## src/rtl/if_pkg.sv

```systemverilog
// Shared definitions for the instruction-fetch stage and its neighbours.
//   if_state_e        : fetch FSM states (REQ, HOLD, DRAIN)
//   NOP_INSTR_DEFAULT : word presented to the decoder when IF/ID is empty
//   OP_*              : primary opcodes shared with the decoder
//   pc_next()         : sequential PC step, modulo 2^32
package if_pkg;

  typedef enum logic [1:0] {
    REQ   = 2'd0,
    HOLD  = 2'd1,
    DRAIN = 2'd2
  } if_state_e;

  localparam logic [31:0] NOP_INSTR_DEFAULT = 32'h0000_0000;

  localparam logic [5:0] OP_RTYPE = 6'b000000;
  localparam logic [5:0] OP_BEQ   = 6'b000100;
  localparam logic [5:0] OP_J     = 6'b000010;
  localparam logic [5:0] OP_JAL   = 6'b000011;

  function automatic logic [31:0] pc_next(input logic [31:0] pc);
    return pc + 32'd4;
  endfunction

endpackage

```

## src/rtl/if_id_reg.sv

```systemverilog
// IF/ID pipeline register.
//   clk_i, rst_i     : clock, asynchronous active-low reset
//   flush_i          : kill contents (valid 0, instr NOP); overrides everything
//   load_i           : capture instr_i/pc4_i as a valid instruction
//   hold_i           : keep current contents when not loading
//   instr_i, pc4_i   : incoming instruction word and its PC+4
//   instr_o, pc4_o, valid_o : registered IF/ID contents
// With neither load nor hold the register takes a bubble. pc4_o is left
// untouched by flush/bubble; it is only meaningful while valid_o is set.
module if_id_reg
  import if_pkg::*;
#(
  parameter logic [31:0] NOP_INSTR = NOP_INSTR_DEFAULT
) (
  input  logic        clk_i,
  input  logic        rst_i,
  input  logic        flush_i,
  input  logic        load_i,
  input  logic        hold_i,
  input  logic [31:0] instr_i,
  input  logic [31:0] pc4_i,
  output logic [31:0] instr_o,
  output logic [31:0] pc4_o,
  output logic        valid_o
);

  always_ff @(posedge clk_i or negedge rst_i) begin
    if (!rst_i) begin
      instr_o <= NOP_INSTR;
      pc4_o   <= '0;
      valid_o <= 1'b0;
    end else if (flush_i) begin
      instr_o <= NOP_INSTR;
      valid_o <= 1'b0;
    end else if (load_i) begin
      instr_o <= instr_i;
      pc4_o   <= pc4_i;
      valid_o <= 1'b1;
    end else if (!hold_i) begin
      instr_o <= NOP_INSTR;
      valid_o <= 1'b0;
    end
  end

endmodule

```

## src/rtl/instr_fetch.sv

```systemverilog
// Instruction-fetch stage: owns the PC, drives the variable-latency
// instruction memory, and feeds the decoder through the IF/ID register.
//   clk_i, rst_i              : clock, asynchronous active-low reset
//   stall_i                   : ID cannot accept; IF/ID holds
//   redirect_i, redirect_pc_i : taken branch / jump target (highest priority)
//   imem_req_o, imem_addr_o   : fetch request and address
//   imem_ready_i, imem_data_i : memory completion and instruction word
//   instr_o, pc4_o, valid_o   : IF/ID contents presented to the decoder
// A one-entry skid buffer absorbs a word that returns while ID is stalled.
// A redirect while a request is still waiting parks that address in
// drain_addr_q so the memory sees a stable address until it completes; the
// returned word is then discarded.
module instr_fetch
  import if_pkg::*;
#(
  parameter logic [31:0] RESET_PC  = 32'h0000_0000,
  parameter logic [31:0] NOP_INSTR = NOP_INSTR_DEFAULT
) (
  input  logic        clk_i,
  input  logic        rst_i,
  input  logic        stall_i,
  input  logic        redirect_i,
  input  logic [31:0] redirect_pc_i,
  output logic        imem_req_o,
  output logic [31:0] imem_addr_o,
  input  logic        imem_ready_i,
  input  logic [31:0] imem_data_i,
  output logic [31:0] instr_o,
  output logic [31:0] pc4_o,
  output logic        valid_o
);

  if_state_e   state_q;
  logic [31:0] pc_q;
  logic [31:0] drain_addr_q;
  logic [31:0] skid_instr_q;
  logic [31:0] skid_pc4_q;
  logic [31:0] pc_plus4;

  logic        ifid_flush;
  logic        ifid_load;
  logic        ifid_hold;
  logic [31:0] ifid_instr;
  logic [31:0] ifid_pc4;

  assign pc_plus4 = pc_next(pc_q);

  // Request is forced low during reset so the memory never sees a fetch
  // before the stage is live.
  assign imem_req_o  = rst_i && (state_q != HOLD);
  assign imem_addr_o = (state_q == DRAIN) ? drain_addr_q : pc_q;

  always_comb begin
    ifid_flush = redirect_i;
    ifid_load  = 1'b0;
    ifid_hold  = stall_i;
    ifid_instr = imem_data_i;
    ifid_pc4   = pc_plus4;
    case (state_q)
      REQ: begin
        ifid_load = imem_ready_i && !stall_i;
      end
      HOLD: begin
        ifid_hold  = 1'b1;
        ifid_load  = !stall_i;
        ifid_instr = skid_instr_q;
        ifid_pc4   = skid_pc4_q;
      end
      default: begin
        // DRAIN: IF/ID was flushed on entry and stays empty.
        ifid_hold = 1'b1;
      end
    endcase
  end

  always_ff @(posedge clk_i or negedge rst_i) begin
    if (!rst_i) begin
      state_q      <= REQ;
      pc_q         <= RESET_PC;
      drain_addr_q <= '0;
      skid_instr_q <= '0;
      skid_pc4_q   <= '0;
    end else begin
      case (state_q)
        REQ: begin
          if (redirect_i) begin
            pc_q <= redirect_pc_i;
            if (!imem_ready_i) begin
              drain_addr_q <= pc_q;
              state_q      <= DRAIN;
            end
          end else if (imem_ready_i) begin
            pc_q <= pc_plus4;
            if (stall_i) begin
              skid_instr_q <= imem_data_i;
              skid_pc4_q   <= pc_plus4;
              state_q      <= HOLD;
            end
          end
        end
        HOLD: begin
          if (redirect_i) begin
            pc_q    <= redirect_pc_i;
            state_q <= REQ;
          end else if (!stall_i) begin
            state_q <= REQ;
          end
        end
        DRAIN: begin
          // A fresh redirect only retargets the PC; the old request must
          // still complete before the new address can be issued.
          if (redirect_i) pc_q <= redirect_pc_i;
          if (imem_ready_i) state_q <= REQ;
        end
        default: state_q <= REQ;
      endcase
    end
  end

  if_id_reg #(
    .NOP_INSTR(NOP_INSTR)
  ) u_if_id_reg (
    .clk_i   (clk_i),
    .rst_i   (rst_i),
    .flush_i (ifid_flush),
    .load_i  (ifid_load),
    .hold_i  (ifid_hold),
    .instr_i (ifid_instr),
    .pc4_i   (ifid_pc4),
    .instr_o (instr_o),
    .pc4_o   (pc4_o),
    .valid_o (valid_o)
  );

endmodule

```

## config.mk

```make
export PLATFORM = sky130hd
export DESIGN_NAME = instr_fetch
export DESIGN_NICKNAME = d
export VERILOG_FILES = /design/src/rtl/if_pkg.sv /design/src/rtl/if_id_reg.sv /design/src/rtl/instr_fetch.sv
export SDC_FILE = /design/constraint.sdc
export NUM_CORES = 1
export LEC_CHECK = 0
export ABC_AREA = 1
export CAP_MARGIN = 20
export CORE_UTILIZATION = 45
export DETAILED_ROUTE_END_ITERATION = 16
export DONT_BUFFER_PORTS = 1
export GPL_ROUTABILITY_DRIVEN = 0
export GPL_TIMING_DRIVEN = 0
export HOLD_SLACK_MARGIN = 0.02
export PLACE_DENSITY = 0.62
export SYNTH_ARGS = -nofsm -noshare
export SYNTH_HDL_FRONTEND = slang
export SYNTH_SLANG_ARGS = --single-unit
```

## constraint.sdc

```tcl
create_clock -name clk_i -period 1.65 [get_ports clk_i]
set_input_delay 0.2475 -clock clk_i [delete_from_list [all_inputs] [get_ports clk_i]]
set_output_delay 0.2475 -clock clk_i [all_outputs]
set_load 0.03 [all_outputs]
```

* After elaboration in Yosys (flattened, before gate mapping) *
Cells that the tools add are included.
W data, S select, Z words.

operators by class
  bitwise operators = 2
  reductions and logical operators = 11
  equality and inequality tests = 10
  multiplexer cells = 23
  add/sub/neg operators = 1

operators with widths
  kind                     count
  $mux W32                 9
  $pmux W32 S2             1
  $add A32 B3 Y32 const B  1
  $ne A3 B3 Y1 const B     5
  $mux W2                  7
  $pmux W2 S3              1
  $reduce_and A3 Y1        2
  $reduce_and A5 Y1        1
  $mux W1                  4
  $ne A2 B1 Y1 const B     2
  $reduce_and A4 Y1        1
  $eq A2 B1 Y1 const B     1
  $eq A2 B2 Y1 const B     1
  $logic_and A1 B1 Y1      2
  $logic_not A2 Y1         1
  $ne A2 B2 Y1 const B     1
  $not A1 Y1               2
  $pmux W1 S2              1
  $reduce_and A2 Y1        1
  $reduce_bool A2 Y1       1
  $reduce_or A2 Y1         1
  $logic_not A1 Y1         1

word-level totals
  output and inout bits = 98
  bits in registers = 195
  input bits = 69

* Depth between registers and ports, before layout *
Gate-level depths: netlist of run 1.

  depth in word-level cells = 5
  depth in mapped cells = 11
  depth with buffers taken out = 10

* Cells and area by module *
Synthesis of run 1 repeated with hierarchy kept, for this count alone.

unflattened totals
  cells, all modules = 1,305
  area, all modules = 9,741.8 um^2

by module, submodules not included
  module       area an instance (um^2)  times used  sequential area each (um^2)  cells each
  instr_fetch  7,241.9                  1           3,253.1                      1,025
  if_id_reg    2,499.9                  1           1,626.6                      280

* Least setup slack after synthesis of run 1 *
No wires, ideal clock.

  path kind = reg-to-output
  start = reg state_q[0]
  end = out imem_addr_o[23]
  cell stages (with the launch flop) = 6
  arrival time = 1,690 ps
  path buffers = 2
  slack = -288 ps
  path through = dfrtp_1 > inv_1 > ha_1 > clkbuf_1 > clkbuf_1 > o21ai_0

between the ends
  cells in the longest elaborated chain, start to end = 2

ends and longest elaborated chain
  element                 RTL line           source
  from (decl)             instr_fetch.sv:33  if_state_e state_q;
  from (signal assigned)  instr_fetch.sv:78  state_q <= REQ;
  from (signal assigned)  instr_fetch.sv:90  state_q <= DRAIN;
  from (signal assigned)  instr_fetch.sv:97  state_q <= HOLD;
  $eq A2 B2 Y1            instr_fetch.sv:51  assign imem_addr_o = (state_q == DRAIN) ? drain_addr_q : pc_q;
  $mux W32                instr_fetch.sv:51
  to (decl)               instr_fetch.sv:25  output logic [31:0] imem_addr_o,

Every way passes these cells.

* Worst setup path in the final report of run 1 *
  start = reg state_q[1]
  end = out imem_addr_o[29]

The elaborated chain is that of the path after synthesis.

==> qor.txt, run 1 <==
====================================================================================
Run status                                                              finished, violations left
Failing checks                                                          hold timing, setup timing
N_diodes                                                                           0
Setup repair after global routing missed its margin                             true
Total Die Area                                                           22300 sq um
HPWL after detailed placement                                               20300 um
Initial antenna violation count                                                    0
Share of post-route cells with drive strength above 1                          37.6%
Clock tree from TritonCTS                                                        yes
Overall overflow remaining after global route                                      0
Total placed cells including tap cells                                          1509
Maximum number of pins on one net before global-route repair                     197
Nature of the critical path startpoint                                          flop
Top cell type's share of synthesized area                                      49.9%
Share of flip-flops with an asynchronous set or reset after synthesis           100%
Worst IR drop on VDD                                                         1.18 mV
Pleak                                                                        6.61 nW
Cell types with the highest counts after synthesis                      411 x nand2_1, 195 x dfrtp_1, 181 x nor2_1
Pre-CTS setup slack                                                        -0.440 ns
Proportion of synthesized chip area in sequential cells                        49.9%
Top achievable clock speed                                                 0.503 GHz
Area growth from synthesis to layout                                           51.8%
Number of enable-type register cells in the synthesized netlist                    0
Vias in the first global route                                                  9087
Cell area after layout                                                   14800 sq um
Yosys warning total                                                                0
Post-synthesis net count                                                        1308
Residual DRC count                                                                 0
Number of max-capacitance violations reported                                      0
Number of top-level design ports                                                 167
Number of buffer and inverter stages on the critical path                          2
Routed wirelength normalized by instance count                               21.1 um
Setup slack of the critical path after layout                              -0.340 ns
Final critical-path required period                                          1.99 ns
Arrival time at the worst endpoint                                           1.74 ns
Chip Width                                                                    149 um
Final period util                                                               121%
Worst-Skew Late Latency                                                      0.45 ns
Most repeated cell in the gate-level netlist after synthesis                 nand2_1
Total standard cell area after synthesis                                  9770 sq um
Cell at the root of the clock tree                                         clkbuf_16
Final layout net count                                                          1469
Worst Clk Skew                                                             0.0133 ns
First-pass GRT wire length                                                  50400 um
ANT nets after route                                                               0
Number of instances in the synthesized netlist                                  1234
Worst Hold Slack                                                           -0.519 ns
Maximum clock insertion buffer count                                               2
Cell type with the highest occurrence count on the critical path           clkbuf_16
Cell area after placement                                                10200 sq um
Number of inserted filler cells in the final layout                             1522
Core Rows                                                                         53
Global routing usage summed across all routing layers                          29.9%
Worst-margin pin slew                                                       0.448 ns
Final standard cell count with taps included and fillers excluded               1683
Crit-path leading delay family                                            flip-flops
Vias                                                                            9469
Initial Util                                                                   46.2%
Number of pins with negative max-slew slack in the final report                    0
Die Height                                                                    149 um
Yosys top cell by area                                                       dfrtp_1
Number of different library cells in the post-synthesis netlist                   29
Crit-path cells                                                         ha_4 -> clkbuf_16 -> clkbuf_16 -> o21ai_4
Post-synthesis sequential element count                                          195
Clock sinks                                                                      195
Port Buf Inserts                                                                   0
Vias per std cell                                                               5.63
Detailed-routing iteration count for the pre-antenna-repair pass                   7
Endpoints failing setup                                                          169
DR iter-0 viols                                                                  809
Worst Setup Path Type                                                   flop to primary output
Final Hold Fails                                                                 195
Power density normalized to cell area                                   2100 nW/um^2
HP Class                                                                primary input to async pin
Capturing element type of the critical path                             primary output
Leading register cell type out of synthesis                                  dfrtp_1
Detailed-route wire length                                                  35600 um
Post-route setup TNS                                                       -40.01 ns
Core region area                                                         21200 sq um
Deepest level of the CTS H-tree                                                    4
Cell at the slowest stage of the critical path                               dfrtp_2
Largest fanout of any net on the critical path                                     7
Worst stage delay on the critical path                                       0.46 ns
Top cells by area in the synthesized netlist                            dfrtp_1 50%, nand2_1 16%, nor2_1 7.0%
Clock transition at the registers of the reported paths                      0.08 ns
Max-slew headroom                                                              70.1%
Worst endpoint required time                                                 1.40 ns
Mean instance size in the synthesized netlist                             7.92 sq um
Number of buffers added by the clock tree synthesis step                          17
====================================================================================
==> registers in the layout (all words and copies together), names as in the netlist <==
name,cells
skid_instr_q,32
pc_q,32
u_if_id_reg.pc4_o,32
u_if_id_reg.instr_o,32
skid_pc4_q,32
state_q,2
u_if_id_reg.valid_o,1
drain_addr_q,32
==> logic make-up (layout without fill, tap and decap cells) <==
| logic type | Yosys count | after routing | share of synthesized area, % |
|---|---|---|---|
| simple gates | 653 | 654 | 26.6 |
| compound gates | 217 | 217 | 15.2 |
| flops | 195 | 195 | 49.9 |
| fa+ha+maj | 5 | 5 | 0.640 |
| buf+inv | 158 | 331 | 7.12 |
| xor+xnor | 6 | 6 | 0.538 |
==> placed cells by master (no fill, tap or decap), types with 4 or more instances in the layout <==
cell           Yosys  layout
nor2_1           181     128
a31oi_1           17      15
buf_8              0      24
buf_12             0      22
inv_8              0       4
clkbuf_16          0      29
buf_6              6      27
nand2_2            4      58
o22ai_1            8       5
clkbuf_8           0       4
a21oi_2            1      35
inv_2              5       5
inv_1             88      82
o32ai_4            0       8
o21ai_1            5      24
clkbuf_2           0       6
buf_4              9      39
o21ai_4            0      34
o21ai_2            1      33
dfrtp_2            0       4
nand3_2            0      13
a21oi_1           58      12
a21oi_4            0      12
nand2_4            2      29
nor2_4             6      40
nand3_1           39      25
nand2_1          411     330
dfrtp_1          195     191
buf_16             0      11
nor2_2             6      25
o21ai_0           95      10
clkbuf_4           0       5
inv_6              0       5
dlygate4sd3_1      0      50
o32ai_2           32      24
buf_2             19       4
clkinvlp_4         0       4
==> layout make-up <==
cell class | count | area [sq um] | share of cell area (%)
plain buffers | 57 | 741 | 4.99
clock buffers | 17 | 425 | 2.87
clock inverters | 15 | 170 | 1.15
inverters | 94 | 409 | 2.76
multi-input cells | 882 | 5920 | 39.9
flip-flops and latches | 195 | 4880 | 32.9
well taps | 275 | 344 | 2.32
repair buffers | 148 | 1940 | 13.1
==> worst paths after layout <==
check | from | to | slack [ns] | depth (start not counted)
min in group clk_i | imem_data_i[8] | u_if_id_reg.instr_o[8] | 0.02 | 2
max | state_q[1] | imem_addr_o[29] | -0.34 | 4
min | rst_i | skid_instr_q[8] | -0.52 | 0
max in group asynchronous | rst_i | pc_q[24] | 1.92 | 0
min reg2reg | skid_instr_q[28] | skid_instr_q[28] | 0.48 | 2
max reg2reg | state_q[0] | pc_q[6] | -0.34 | 14
==> power breakdown <==
| group | switching, mW | total, mW | internal (mW) |
|---|---|---|---|
| Clock | 2.08 | 4.37 | 2.28 |
| Sequential | 3.01 | 9.89 | 6.88 |
| Combinational | 9.71 | 16.9 | 7.20 |
==> per-layer routing <==
layer	global-route usage, %	wire (um)	vias to the layer above
li1	-	-	4286
met1	39.0	14100	4706
met2	48.9	17700	405
met3	6.30	2700	72
met4	10.7	1060	0
met5	0	0	-
==> stage by stage <==
stage / utilization, % / power, mW
floorplan: - / 16.5
global placement: 48.4 / 18.7
detailed placement: 48.4 / 19.0
CTS: 62.9 / 27.8
global route: 70.1 / 32.6
finish: 70.1 / 31.2
==> timing repair <==
action | 4_1_cts | 5_1_grt
endpoints found under the setup margin | 221 | 221
endpoints found under the hold margin | 241 | 199
gates resized for setup | 276 | 382
setup buffers | 47 | 29
hold buffers | 46 | 4
cloned | 19 | 7
pin swaps | 53 | 87
(Power assumes the default switching activity.)
==> run 2: changes to the inputs <==
- PLACE_DENSITY: 0.62 -> 0.6
- clock period: 1.65 -> 2.2 ns (I/O delays scaled with it)
==> run 2 against run 1 <==
The flow finishes with violations (hold timing). Critical path depth unchanged. Final area decreased by 23%. Register-to-register slack improved by 0.44 ns. Clock skew decreased by 0.0026 ns. Sequential power decreased by 28%. Critical path type unchanged. Critical endpoint is now imem_addr_o[8].
==> qor.txt, run 2 (synthesis results as in run 1) <==
=====================================================================================
Pleak                                                                         5.39 nW
Worst-margin pin slew                                                        0.645 ns
Number of cells on the worst reg-to-reg path                                        9
Routed length on met2                                                        13200 um
Final period util                                                               96.7%
Global routing usage summed across all routing layers                           26.6%
Vias in the first global route                                                   8052
HP Class                                                                 primary input to async pin
Routed wirelength normalized by instance count                                18.3 um
Initial antenna violation count                                                     0
Total placed cells including tap cells                                           1509
Residual DRC count                                                                  0
Crit-path leading delay family                                           compound AO/OA/AOI/OAI gates
Maximum clock insertion buffer count                                                2
Core Rows                                                                          53
Met1 Routed Length                                                           13000 um
ANT nets after route                                                                0
HPWL after detailed placement                                                20300 um
Destination of the worst register-to-register timing path                u_if_id_reg.pc4_o[31]
Run status                                                               finished, violations left
Failing checks                                                            hold timing
Worst endpoint required time                                                  1.87 ns
Deepest level of the CTS H-tree                                                     4
Overall overflow remaining after global route                                       0
Count of cell instances traversed by the critical path                              4
Max-slew headroom                                                               56.9%
Worst IR drop on VDD                                                         0.713 mV
Final critical-path required period                                           2.13 ns
Area growth from synthesis to layout                                            17.1%
Clock tree from TritonCTS                                                         yes
Number of hold buffers added after cts                                             31
Chip Width                                                                     149 um
Worst stage delay on the critical path                                        0.42 ns
Internal reg-to-reg setup slack                                               0.10 ns
Endpoints failing setup                                                             0
Port Buf Inserts                                                                    0
Worst setup path startpoint                                                state_q[0]
Vias per std cell                                                                5.32
Worst-Skew Late Latency                                                       0.44 ns
Die Height                                                                     149 um
Top achievable clock speed                                                  0.470 GHz
Final Hold Fails                                                                  195
Highest metal layer with signal wires                                            met4
Number of max-capacitance violations reported                                       0
Most frequent standard cell in the layout excluding fill and tap cells        nand2_1
Clock transition at the registers of the reported paths                       0.08 ns
Number of inserted filler cells in the final layout                              2016
Arrival time at the worst endpoint                                            1.80 ns
Detailed-routing iteration count for the pre-antenna-repair pass                    5
Maximum number of pins on one net before global-route repair                      197
Reg-to-reg startpoint                                                      state_q[0]
Total Die Area                                                            22300 sq um
Core region area                                                          21200 sq um
Highest-count cells in the layout ignoring fill and taps                 411 x nand2_1, 195 x dfrtp_1, 180 x nor2_1, 88 x inv_1, 63 x o21ai_0
Clock sinks                                                                       195
Nature of the critical path startpoint                                           flop
Number of pins with negative max-slew slack in the final report                     0
Cell at the root of the clock tree                                          clkbuf_16
Share of post-route cells with drive strength above 1                           13.1%
Number of buffers added by the clock tree synthesis step                           17
Routed met3 length                                                            2170 um
Worst Clk Skew                                                              0.0107 ns
Number of top-level design ports                                                  167
Crit path capture                                                        imem_addr_o[8]
Largest fanout of any net on the critical path                                     10
Total power draw                                                              18.0 mW
Worst Setup Path Type                                                    flop to primary output
Cell area after layout                                                    11400 sq um
First-pass GRT wire length                                                   45200 um
Crit-path cells                                                          inv_1 -> ha_2 -> clkbuf_2 -> o21ai_2
Cell at the slowest stage of the critical path                                o21ai_2
Power density normalized to cell area                                    1570 nW/um^2
Cell area after placement                                                 10100 sq um
Detailed-route wire length                                                   28900 um
Final standard cell count with taps included and fillers excluded                1575
Vias                                                                             8384
Capturing element type of the critical path                              primary output
Worst Hold Slack                                                            -0.422 ns
Final layout net count                                                           1361
Number of buffer and inverter stages on the critical path                           2
Setup repair after global routing missed its margin                              true
N_diodes                                                                            0
DR iter-0 viols                                                                   647
Initial Util                                                                    46.2%
=====================================================================================
-- run 2: layout make-up --
class                           count  area (sq um)  share of cell area [%]
Timing Repair Buffer               35           347                    3.03
Clock inverter                     15           196                    1.72
Clock buffer                       17           425                    3.72
Tap cell                          275           344                    3.01
Sequential cell                   195          4880                    42.6
Inverter                           94           353                    3.08
Buffer                             63           418                    3.65
Multi-Input combinational cell    881          4480                    39.2
-- run 2: repair_timing --
action | in CTS | in global routing
buffers inserted | 1 | 2
hold endpoints to repair | 226 | 195
resized for setup | 108 | 3
pin swaps | 10 | 0
endpoints found under the setup margin | 33 | 18
gates cloned | 1 | 0
-- run 2: report_power, final --
group          switching, mW  leakage [nW]  internal, mW
Sequential              1.95          2.41          5.15
Clock                   1.56         0.298          1.74
Combinational           5.22          2.68          2.40
Total                   8.73          5.39          9.29
-- run 2: how the worst min path moves through the flow --
stage | startpoint | to | slack [ns]
after floorplan | rst_i | drain_addr_q[0] | 0.03
after global placement | rst_i | skid_instr_q[7] | 0.04
after detailed placement | rst_i | u_if_id_reg.instr_o[7] | 0.04
after CTS | rst_i | u_if_id_reg.instr_o[7] | -0.44
after global routing | rst_i | u_if_id_reg.instr_o[7] | -0.44
final | rst_i | u_if_id_reg.instr_o[7] | -0.42
-- run 2: metal layers --
layer / vias up / GRT usage (%)
li1: 4057 / -
met4: 0 / 7.45
met5: - / 0
met3: 33 / 5.87
met1: 4031 / 37.1
met2: 263 / 41.6
-- run 2: worst register-to-register path: cells and delay by family, from the launching register on --
family / cells / cell delay (ns)
buf+inv: 5 / 1.11
flops: 1 / 0.40
simple gates: 3 / 0.30
fa+ha+maj: 1 / 0.18
-- run 2: through the flow --
step / setup TNS, ns / setup slack [ns] / util (%)
2_1_floorplan: 0 / 0.180 / -
3_3_place_gp: -10.36 / -0.404 / 47.8
3_5_place_dp: -10.14 / -0.401 / 47.8
4_1_cts: 0 / 0.0279 / 54.0
5_1_grt: -0.00519 / -0.00519 / 54.1
6_report: 0 / 0.0736 / 54.1
